$ cat src/rtl/capac_pkg.sv
// capac_pkg: shared constants for the MAC result requantiser.
//   MAC_OUT_W      width of the MAC accumulator result
//   OP_W           width of a MAC operand (the requantised format)
//   REQ_SHIFT_DEF  default arithmetic right shift applied on requantisation
//   OP_MAX/OP_MIN  saturation limits of an OP_W-bit signed operand
package capac_pkg;

    localparam int MAC_OUT_W     = 24;
    localparam int OP_W          = 20;
    localparam int REQ_SHIFT_DEF = 4;

    localparam logic signed [OP_W-1:0] OP_MAX = {1'b0, {(OP_W-1){1'b1}}};
    localparam logic signed [OP_W-1:0] OP_MIN = {1'b1, {(OP_W-1){1'b0}}};

endpackage

$ cat src/rtl/sync_fifo.sv
// sync_fifo: first-word-fall-through synchronous FIFO.
//   clk, rst      clock, synchronous active-low reset (clears storage too)
//   clear         flush pointers and count; wins over push/pop
//   push, wdata   write request; caller must not push when full unless popping
//   pop           read request; caller must not pop when empty
//   rdata         head entry, valid while !empty
//   count/full/empty  occupancy status
module sync_fifo #(
    parameter int W     = 20,
    parameter int DEPTH = 8,
    localparam int AW   = $clog2(DEPTH),
    localparam int CW   = $clog2(DEPTH) + 1
) (
    input  logic          clk,
    input  logic          rst,
    input  logic          clear,
    input  logic          push,
    input  logic          pop,
    input  logic [W-1:0]  wdata,
    output logic [W-1:0]  rdata,
    output logic [CW-1:0] count,
    output logic          full,
    output logic          empty
);

    logic [DEPTH-1:0][W-1:0] mem_q, mem_d;
    logic [AW-1:0]           wr_ptr_q, wr_ptr_d;
    logic [AW-1:0]           rd_ptr_q, rd_ptr_d;
    logic [CW-1:0]           count_q, count_d;

    always_comb begin
        mem_d    = mem_q;
        wr_ptr_d = wr_ptr_q;
        rd_ptr_d = rd_ptr_q;
        count_d  = count_q;
        if (clear) begin
            wr_ptr_d = '0;
            rd_ptr_d = '0;
            count_d  = '0;
        end else begin
            if (push) begin
                mem_d[wr_ptr_q] = wdata;
                wr_ptr_d        = wr_ptr_q + AW'(1);  // wraps: DEPTH is a power of 2
            end
            if (pop) begin
                rd_ptr_d = rd_ptr_q + AW'(1);
            end
            case ({push, pop})
                2'b10:   count_d = count_q + CW'(1);
                2'b01:   count_d = count_q - CW'(1);
                default: count_d = count_q;
            endcase
        end
    end

    always_ff @(posedge clk) begin
        if (!rst) begin
            mem_q    <= '0;
            wr_ptr_q <= '0;
            rd_ptr_q <= '0;
            count_q  <= '0;
        end else begin
            mem_q    <= mem_d;
            wr_ptr_q <= wr_ptr_d;
            rd_ptr_q <= rd_ptr_d;
            count_q  <= count_d;
        end
    end

    assign rdata = mem_q[rd_ptr_q];
    assign count = count_q;
    assign full  = (count_q == CW'(DEPTH));
    assign empty = (count_q == '0);

endmodule

$ cat src/rtl/mac_requant_fifo.sv
// mac_requant_fifo: captures MAC results on done, requantises them
// (arithmetic shift, round-half-up, saturate) and queues them for reuse
// as operands behind a valid/ready interface. The MAC cannot be stalled,
// so a result arriving at a full FIFO is dropped and flagged.
//   clk, rst            clock, synchronous active-low reset
//   clear               flush FIFO and pipeline, sticky flags kept
//   in_data, in_valid   MAC result and its one-cycle done strobe
//   out_data, out_valid, out_ready   FWFT head and handshake
//   count, full         FIFO occupancy
//   overflow, sat_flag  sticky: word dropped / saturated word written
module mac_requant_fifo
    import capac_pkg::*;
#(
    parameter int IN_W  = MAC_OUT_W,
    parameter int OUT_W = OP_W,
    parameter int SHIFT = REQ_SHIFT_DEF,
    parameter int DEPTH = 8,
    localparam int CW   = $clog2(DEPTH) + 1
) (
    input  logic             clk,
    input  logic             rst,
    input  logic             clear,
    input  logic [IN_W-1:0]  in_data,
    input  logic             in_valid,
    output logic [OUT_W-1:0] out_data,
    output logic             out_valid,
    input  logic             out_ready,
    output logic [CW-1:0]    count,
    output logic             full,
    output logic             overflow,
    output logic             sat_flag
);

    // One guard bit so adding the rounding constant can never wrap.
    localparam int RW = IN_W + 1;
    localparam logic signed [RW-1:0] RND =
        RW'((SHIFT > 0) ? (1 << ((SHIFT > 0) ? SHIFT - 1 : 0)) : 0);
    localparam logic signed [RW-1:0] SAT_MAX = RW'((1 << (OUT_W - 1)) - 1);
    localparam logic signed [RW-1:0] SAT_MIN = ~SAT_MAX;

    logic             s1_valid_q, s1_valid_d;
    logic [OUT_W-1:0] s1_data_q,  s1_data_d;
    logic             s1_sat_q,   s1_sat_d;
    logic             overflow_q, overflow_d;
    logic             sat_flag_q, sat_flag_d;

    logic signed [RW-1:0] rnd, shf;
    logic fifo_push, fifo_pop, fifo_full, fifo_empty;

    // Stage 1: requantise
    always_comb begin
        rnd        = $signed({in_data[IN_W-1], in_data}) + RND;
        shf        = rnd >>> SHIFT;
        s1_valid_d = in_valid && !clear;
        s1_data_d  = s1_data_q;
        s1_sat_d   = s1_sat_q;
        if (in_valid) begin
            if (shf > SAT_MAX) begin
                s1_data_d = SAT_MAX[OUT_W-1:0];
                s1_sat_d  = 1'b1;
            end else if (shf < SAT_MIN) begin
                s1_data_d = SAT_MIN[OUT_W-1:0];
                s1_sat_d  = 1'b1;
            end else begin
                s1_data_d = shf[OUT_W-1:0];
                s1_sat_d  = 1'b0;
            end
        end
    end

    // Stage 2: FIFO write. A pop in the same cycle frees the slot, so a
    // full FIFO still accepts the push when the consumer is draining.
    always_comb begin
        fifo_pop   = !fifo_empty && out_ready && !clear;
        fifo_push  = s1_valid_q && (!fifo_full || fifo_pop) && !clear;
        overflow_d = overflow_q || (s1_valid_q && fifo_full && !fifo_pop && !clear);
        sat_flag_d = sat_flag_q || (fifo_push && s1_sat_q);
    end

    always_ff @(posedge clk) begin
        if (!rst) begin
            s1_valid_q <= 1'b0;
            s1_data_q  <= '0;
            s1_sat_q   <= 1'b0;
            overflow_q <= 1'b0;
            sat_flag_q <= 1'b0;
        end else begin
            s1_valid_q <= s1_valid_d;
            s1_data_q  <= s1_data_d;
            s1_sat_q   <= s1_sat_d;
            overflow_q <= overflow_d;
            sat_flag_q <= sat_flag_d;
        end
    end

    sync_fifo #(
        .W     (OUT_W),
        .DEPTH (DEPTH)
    ) u_fifo (
        .clk   (clk),
        .rst   (rst),
        .clear (clear),
        .push  (fifo_push),
        .pop   (fifo_pop),
        .wdata (s1_data_q),
        .rdata (out_data),
        .count (count),
        .full  (fifo_full),
        .empty (fifo_empty)
    );

    assign out_valid = !fifo_empty;
    assign full      = fifo_full;
    assign overflow  = overflow_q;
    assign sat_flag  = sat_flag_q;

endmodule

$ cat config.mk
export PLATFORM = sky130hd
export DESIGN_NAME = mac_requant_fifo
export DESIGN_NICKNAME = d
export VERILOG_FILES = /design/src/rtl/capac_pkg.sv /design/src/rtl/sync_fifo.sv /design/src/rtl/mac_requant_fifo.sv
export SDC_FILE = /design/constraint.sdc
export NUM_CORES = 1
export LEC_CHECK = 0
export BUFFER_PORTS_ARGS = -buffer_cell sky130_fd_sc_hd__buf_4
export CORE_MARGIN = 2
export CORE_UTILIZATION = 37
export CTS_CLUSTER_SIZE = 8
export DETAILED_ROUTE_END_ITERATION = 10
export PLACE_DENSITY_LB_ADDON = 0.1
export SLEW_MARGIN = 20
export SYNTH_ARGS = -nofsm -noshare
export SYNTH_HDL_FRONTEND = slang
export SYNTH_SLANG_ARGS = --single-unit
$ cat constraint.sdc
create_clock -name clk -period 2.74 [get_ports clk]
set_input_delay 0.411 -clock clk [delete_from_list [all_inputs] [get_ports clk]]
set_output_delay 0.411 -clock clk [all_outputs]
set_load 0.02 [all_outputs]
== Yosys cells after proc, flatten, opt, wreduce, memory -nomap -nowiden ==
Cells that the tools add are included.

* Add/subtract/negate cells: 5
* $lt $le $gt $ge: 5
* Equality and inequality tests: 3
* Multiplexer cells: 10
* Bitwise gates (word level): 2
* Reductions and logical operators: 21

{| class="wikitable"
|+ Operators by type and width
! kind !! number
|-
| bitwise mux 160 bit || 1
|-
| two-way mux 20 bit || 4
|-
| binary-select mux 20 bit (select 3 bit) || 1
|-
| demux 20 bit (select 3 bit) || 1
|-
| adder 24 x 5 -> 25 bit (second input constant) || 1
|-
| greater-than comparator 21 x 20 -> 1 bit (second input constant) || 1
|-
| < comparator 21 x 20 -> 1 bit (second input constant) || 1
|-
| logical AND 1 bit || 10
|-
| < comparator 3 x 4 -> 1 bit (second input constant) || 2
|-
| case mux 4 bit (2 select lines) || 1
|-
| adder 3 x 1 -> 3 bit (second input constant) || 2
|-
| adder 4 x 1 -> 4 bit (second input constant) || 1
|-
| == test 4 bit (second input constant) || 1
|-
| zero test 1 bit || 4
|-
| zero test 4 bit || 1
|-
| subtractor 4 x 1 -> 4 bit (second input constant) || 1
|-
| greater-or-equal comparator 3 x 1 -> 1 bit (second input constant) || 1
|-
| logical OR 1 bit || 3
|-
| == test 2 x 1 -> 1 bit (second input constant) || 1
|-
| == test 2 bit (second input constant) || 1
|-
| two-way mux 1 bit || 2
|-
| inverter 1 bit || 2
|-
| AND reduction 2 bit || 1
|-
| nonzero test 2 bit || 1
|-
| OR reduction 2 bit || 1
|}

* Bits in registers: 194
* Input port bits: 29
* Output and inout bits: 28
* Word-level logic and storage cells: 62

== Logic depth before layout (Yosys ltp) ==
* Depth after elaboration: 9
* Gate-level depth with buffers: 10
* Depth with buffers taken out: 10

== Modules after synthesis ==
Synthesis repeated with hierarchy kept, for this count alone.

* Cell total of the unflattened synthesis: 1018
* Area, all modules: 9238.9 µm²

{| class="wikitable"
|+ By module, submodules not included
! module !! instances !! cells an instance !! area each (µm²) !! seq. area each (µm²)
|-
| sync_fifo || 1 || 861 || 7943.9 || 3403.3
|-
| mac_requant_fifo || 1 || 157 || 1295.0 || 480.5
|}

== Worst setup path after synthesis ==
OpenSTA, ideal clock, no wires.

* Kind: register -> register
* Start point: register u_fifo.count_q[0], in the netlist u_fifo.count[0]
* End point: register u_fifo.count_q[3], in the netlist u_fifo.count[3]
* Arrival: 2756 ps
* Setup slack: -86 ps
* Cell stages (with the launch flop): 11
* Cell sequence: dfxtp_1 > nor4b_2 > a211oi_4 > inv_2 > ha_1 > ha_1 > a21o_1 > a21oi_1 > xnor2_1 > or3_1 > a21oi_1

{| class="wikitable"
|+ RTL lines
! what !! line !! RTL
|-
| start: declaration || sync_fifo.sv:29 || <nowiki>logic [CW-1:0] count_q, count_d;</nowiki>
|-
| start signal: assignment || sync_fifo.sv:66 || <nowiki>count_q <= count_d;</nowiki>
|-
| == test 4 bit (*) || sync_fifo.sv:72 || <nowiki>assign full = (count_q == CW'(DEPTH));</nowiki>
|-
| named net full || mac_requant_fifo.sv:29 || <nowiki>output logic full,</nowiki>
|-
| zero test 1 bit (*) || mac_requant_fifo.sv:75 || <nowiki>fifo_push = s1_valid_q && (!fifo_full || fifo_pop) && !clear;</nowiki>
|-
| logical OR 1 bit (*) || mac_requant_fifo.sv:75 ||
|-
| logical AND 1 bit (*) (2 in series) || mac_requant_fifo.sv:75 ||
|-
| == test 2 x 1 -> 1 bit / == test 2 bit (equally long branches) || sync_fifo.sv:48 || <nowiki>case ({push, pop})</nowiki>
|-
| case mux 4 bit (2 select lines) / nonzero test 2 bit (equally long branches) || -- ||
|}

The timed path passes the listed nets; every way through them passes the cells marked *.
A chain may end at the register's enable or synchronous reset.

== Final worst setup path ==
* Start point: register u_fifo.rd_ptr_q[1]
* End point: output out_data[16]

* Word-level cells in the longest chain between the ends: 2

{| class="wikitable"
|+ Ends and longest elaborated chain
! what !! line !! RTL
|-
| start: declaration || sync_fifo.sv:28 || <nowiki>logic [AW-1:0] rd_ptr_q, rd_ptr_d;</nowiki>
|-
| start signal: assignment || sync_fifo.sv:65 || <nowiki>rd_ptr_q <= rd_ptr_d;</nowiki>
|-
| binary-select mux 20 bit (select 3 bit) || sync_fifo.sv:70 || <nowiki>assign rdata = mem_q[rd_ptr_q];</nowiki>
|-
| two-way mux 20 bit (implied by the code) || sync_fifo.sv:70 ||
|-
| end: declaration || mac_requant_fifo.sv:25 || <nowiki>output logic [OUT_W-1:0] out_data,</nowiki>
|}

No other way between the ends. The select of a mux whose other input is x is not followed.

==> results.json <==
{
  "fin_util_pct": 43.3,
  "n_fill_cell": 2116,
  "root_buffer": "clkbuf_16",
  "synth_nets": 879,
  "peakVddDrop_uv": 411,
  "path_max_fanout": 17,
  "fmax_mhz": 392,
  "r2r_slack_ns": 0.29,
  "crit_start": "u_fifo.rd_ptr_q[1]$_SDFFE_PP0P_",
  "worst_pin_slew_ns": 0.765,
  "cts_buffer_depth": 2,
  "portBuffers": 53,
  "finalSetupViolations": 0,
  "io_pins": 57,
  "worstSetupPathType": "flip-flop to output pin",
  "hold_viol_final": 0,
  "synth_area_sq_um": 8430,
  "synth-seq-area-share_pct": 46.1,
  "min_from": "out_ready",
  "die-area_sq_um": 24000,
  "pwr_density_cell_nw_per_um2": 572,
  "syn_to_final_growth_pct": 15.5,
  "r2r_start": "u_fifo.count[0]$_SDFFE_PP0P_",
  "maxCapViolations": 0,
  "cts_tree": "yes",
  "initial_core_util_pct": 37.5,
  "syn_inst": 843,
  "grt_max_degree": 78,
  "min-delay-path-class": "primary input to flip-flop",
  "start_kind": "flip-flop",
  "drt_wl_total_mm": 20.7,
  "drt_iter0_markers": 379,
  "gp_congestion": 0.840,
  "status": "complete, no violations",
  "path_clk_slew_ns": 0.07,
  "antenna_found_initial": 0,
  "slew_viol_final": 0,
  "drc": 0,
  "rsz0062_at_grt": "no",
  "avgViaCountPerCell": 5.28,
  "cp.required_ns": 2.33,
  "grt.overflow.total": 0,
  "synth_warnings": 0,
  "clock_skew_ns": 0.0129,
  "critPathArrivalTime_ns": 2.14,
  "core.rowCount": 55,
  "ys_ff_latch": 194,
  "cp.buffers_inverters": 2,
  "slew_headroom_pct": 49.0,
  "dp_hpwl_mm": 13.0,
  "wl_per_cell_um": 17.7,
  "drt_pre_antenna_iters": 5,
  "die_y_um": 155,
  "finalSetupTns_ns": 0,
  "grt_usage_pct": 17.8,
  "min_period_ns": 2.55,
  "ant_nets": 0,
  "grt_pass1_wl_mm": 33.2,
  "synth.avg_cell_area_sq_um": 10.0,
  "h-tree-depth": 4,
  "path_cells": "buf_12 > mux4_2 > mux2_2 > buf_4",
  "first_global_vias": 6214,
  "fin_nets": 908,
  "n_antenna_cell": 0,
  "p_leak_nw": 3.31,
  "cpMaxStageDelayCell": "dfxtp_2",
  "end_kind": "output pin",
  "ys_types": 42,
  "slowest_delay_ns": 0.54,
  "cts_made_buffers": 17,
  "design.core.area_sq_um": 22500,
  "insertion_delay_ns": 0.43,
  "crit_family": "multiplexers",
  "die_width_um": 155,
  "cts_sinks": 194,
  "dr_total_vias": 6183,
  "period_share_pct": 93.0,
  "drive_gt1_share_pct": 20.2
}
==> metrics by stage <==
stage	worst slack (ns)	power [mW]	cell area [sq um]	hold slack, ns	instances
after detailed placement	0.190	3.17	9150	0.447	1138
after global routing	0.0936	5.78	9730	0.272	1170
after CTS	0.153	5.64	9730	0.246	1170
final	0.191	5.56	9730	0.266	1170
after global placement	0.308	3.17	9150	0.439	1138
after floorplan	0.0925	3.07	8440	0.432	843
==> synth_stat cells, drive strengths merged <==
cell,instances,area [sq um]
dfxtp,194,3880
buf,26,144
xnor2,6,52.6
o21ai,99,495
or4,1,7.51
mux2i,80,801
inv,8,30.0
o21a,1,7.51
ha,6,75.1
nor4,4,37.5
clkbuf,40,150
nor3,5,25.0
xor2,18,158
o211ai,1,7.51
a21oi,21,105
nand3,92,460
mux2,20,225
a211oi,4,42.5
a21boi,2,15.0
o221a,3,33.8
nand4b,3,26.3
nand2b,2,12.5
o41ai,1,8.76
or3,1,6.26
nor2,29,109
fa,1,20.0
nor4b,3,53.8
a31oi,1,6.26
nor3b,1,7.51
mux4,40,901
nand2,118,443
a21o,2,15.0
nor2b,1,6.26
and2,1,6.26
nand4,8,50.1
==> report_power, final <==
part | internal [mW] | switching, mW | total (mW)
clock network | 1.41 | 1.04 | 2.45
logic | 0.0873 | 0.160 | 0.248
registers | 2.84 | 0.0177 | 2.86
==> sequential cells by signal (all words and copies together), names as in the netlist <==
| name | count |
|---|---|
| u_fifo.mem_q | 160 |
| s1_data_q | 20 |
| u_fifo.count | 4 |
| u_fifo.rd_ptr_q | 3 |
| u_fifo.wr_ptr_q | 3 |
| overflow | 1 |
| s1_sat_q | 1 |
| s1_valid_q | 1 |
| sat_flag | 1 |
==> cells by family (layout without fill, tap and decap cells) <==
| logic type | Yosys count | in the layout | share of synthesized area, % |
|---|---|---|---|
| xor gates and xnor gates | 24 | 24 | 2.49 |
| AOI/OAI and AO/OA | 135 | 135 | 8.74 |
| adders and majority gates | 7 | 7 | 1.13 |
| and+or+nand+nor | 269 | 269 | 14.8 |
| muxes | 140 | 140 | 22.9 |
| buffers and inverters | 74 | 116 | 3.84 |
| DFF | 194 | 194 | 46.1 |
==> worst min-delay path, delay by kind of cell <==
| kind | cells | cell delay, ns |
|---|---|---|
| buffers and inverters | 1 | 0.13 |
| AND/OR/NAND/NOR | 1 | 0.07 |
| AO/OA/AOI/OAI | 1 | 0.05 |
==> placed cells by master, fill, tap and decap left out, types with 6 or more instances in the layout <==
master       n
mux2_2      20
o21ai_0     99
nor2_1      29
ha_1         6
buf_4       72
nand3_1     92
clkbuf_16   17
a21oi_1     21
mux4_2      40
mux2i_1     80
inv_1        7
xor2_1      18
xnor2_1      6
nand4_1      8
dfxtp_1    192
nand2_1    118
==> layer usage <==
layer	up-vias	global-route usage, %	part of all wire, %
met3	19	3.54	3.4
met4	0	5.16	1.2
met5	-	0	0
met1	2990	23.5	48
met2	112	29.8	48
li1	3062	-	-
==> layout make-up <==
| class | count | area, sq um | area share (%) |
|---|---|---|---|
| repair buffers | 76 | 621 | 6.38 |
| well taps | 285 | 357 | 3.66 |
| clock buffers | 23 | 478 | 4.91 |
| inverters | 8 | 30.0 | 0.308 |
| clock inverters | 9 | 104 | 1.07 |
| flip-flops and latches | 194 | 3890 | 39.9 |
| multi-input cells | 575 | 4260 | 43.8 |
==> timing repair <==
action	in CTS	in global routing
gates resized for setup	0	1
setup buffers	0	0
setup endpoints to repair	0	1
hold buffers	0	0
==> worst paths after layout <==
check,to,cells after the start
min,u_fifo.rd_ptr_q[1]$_SDFFE_PP0P_,3
max,out_data[16],4
max reg2reg,u_fifo.count[3]$_SDFFE_PP0P_,9
min reg2reg,u_fifo.mem_q[139]$_SDFFE_PN0P_,2
Note: power is estimated with default switching activity, not from simulation.
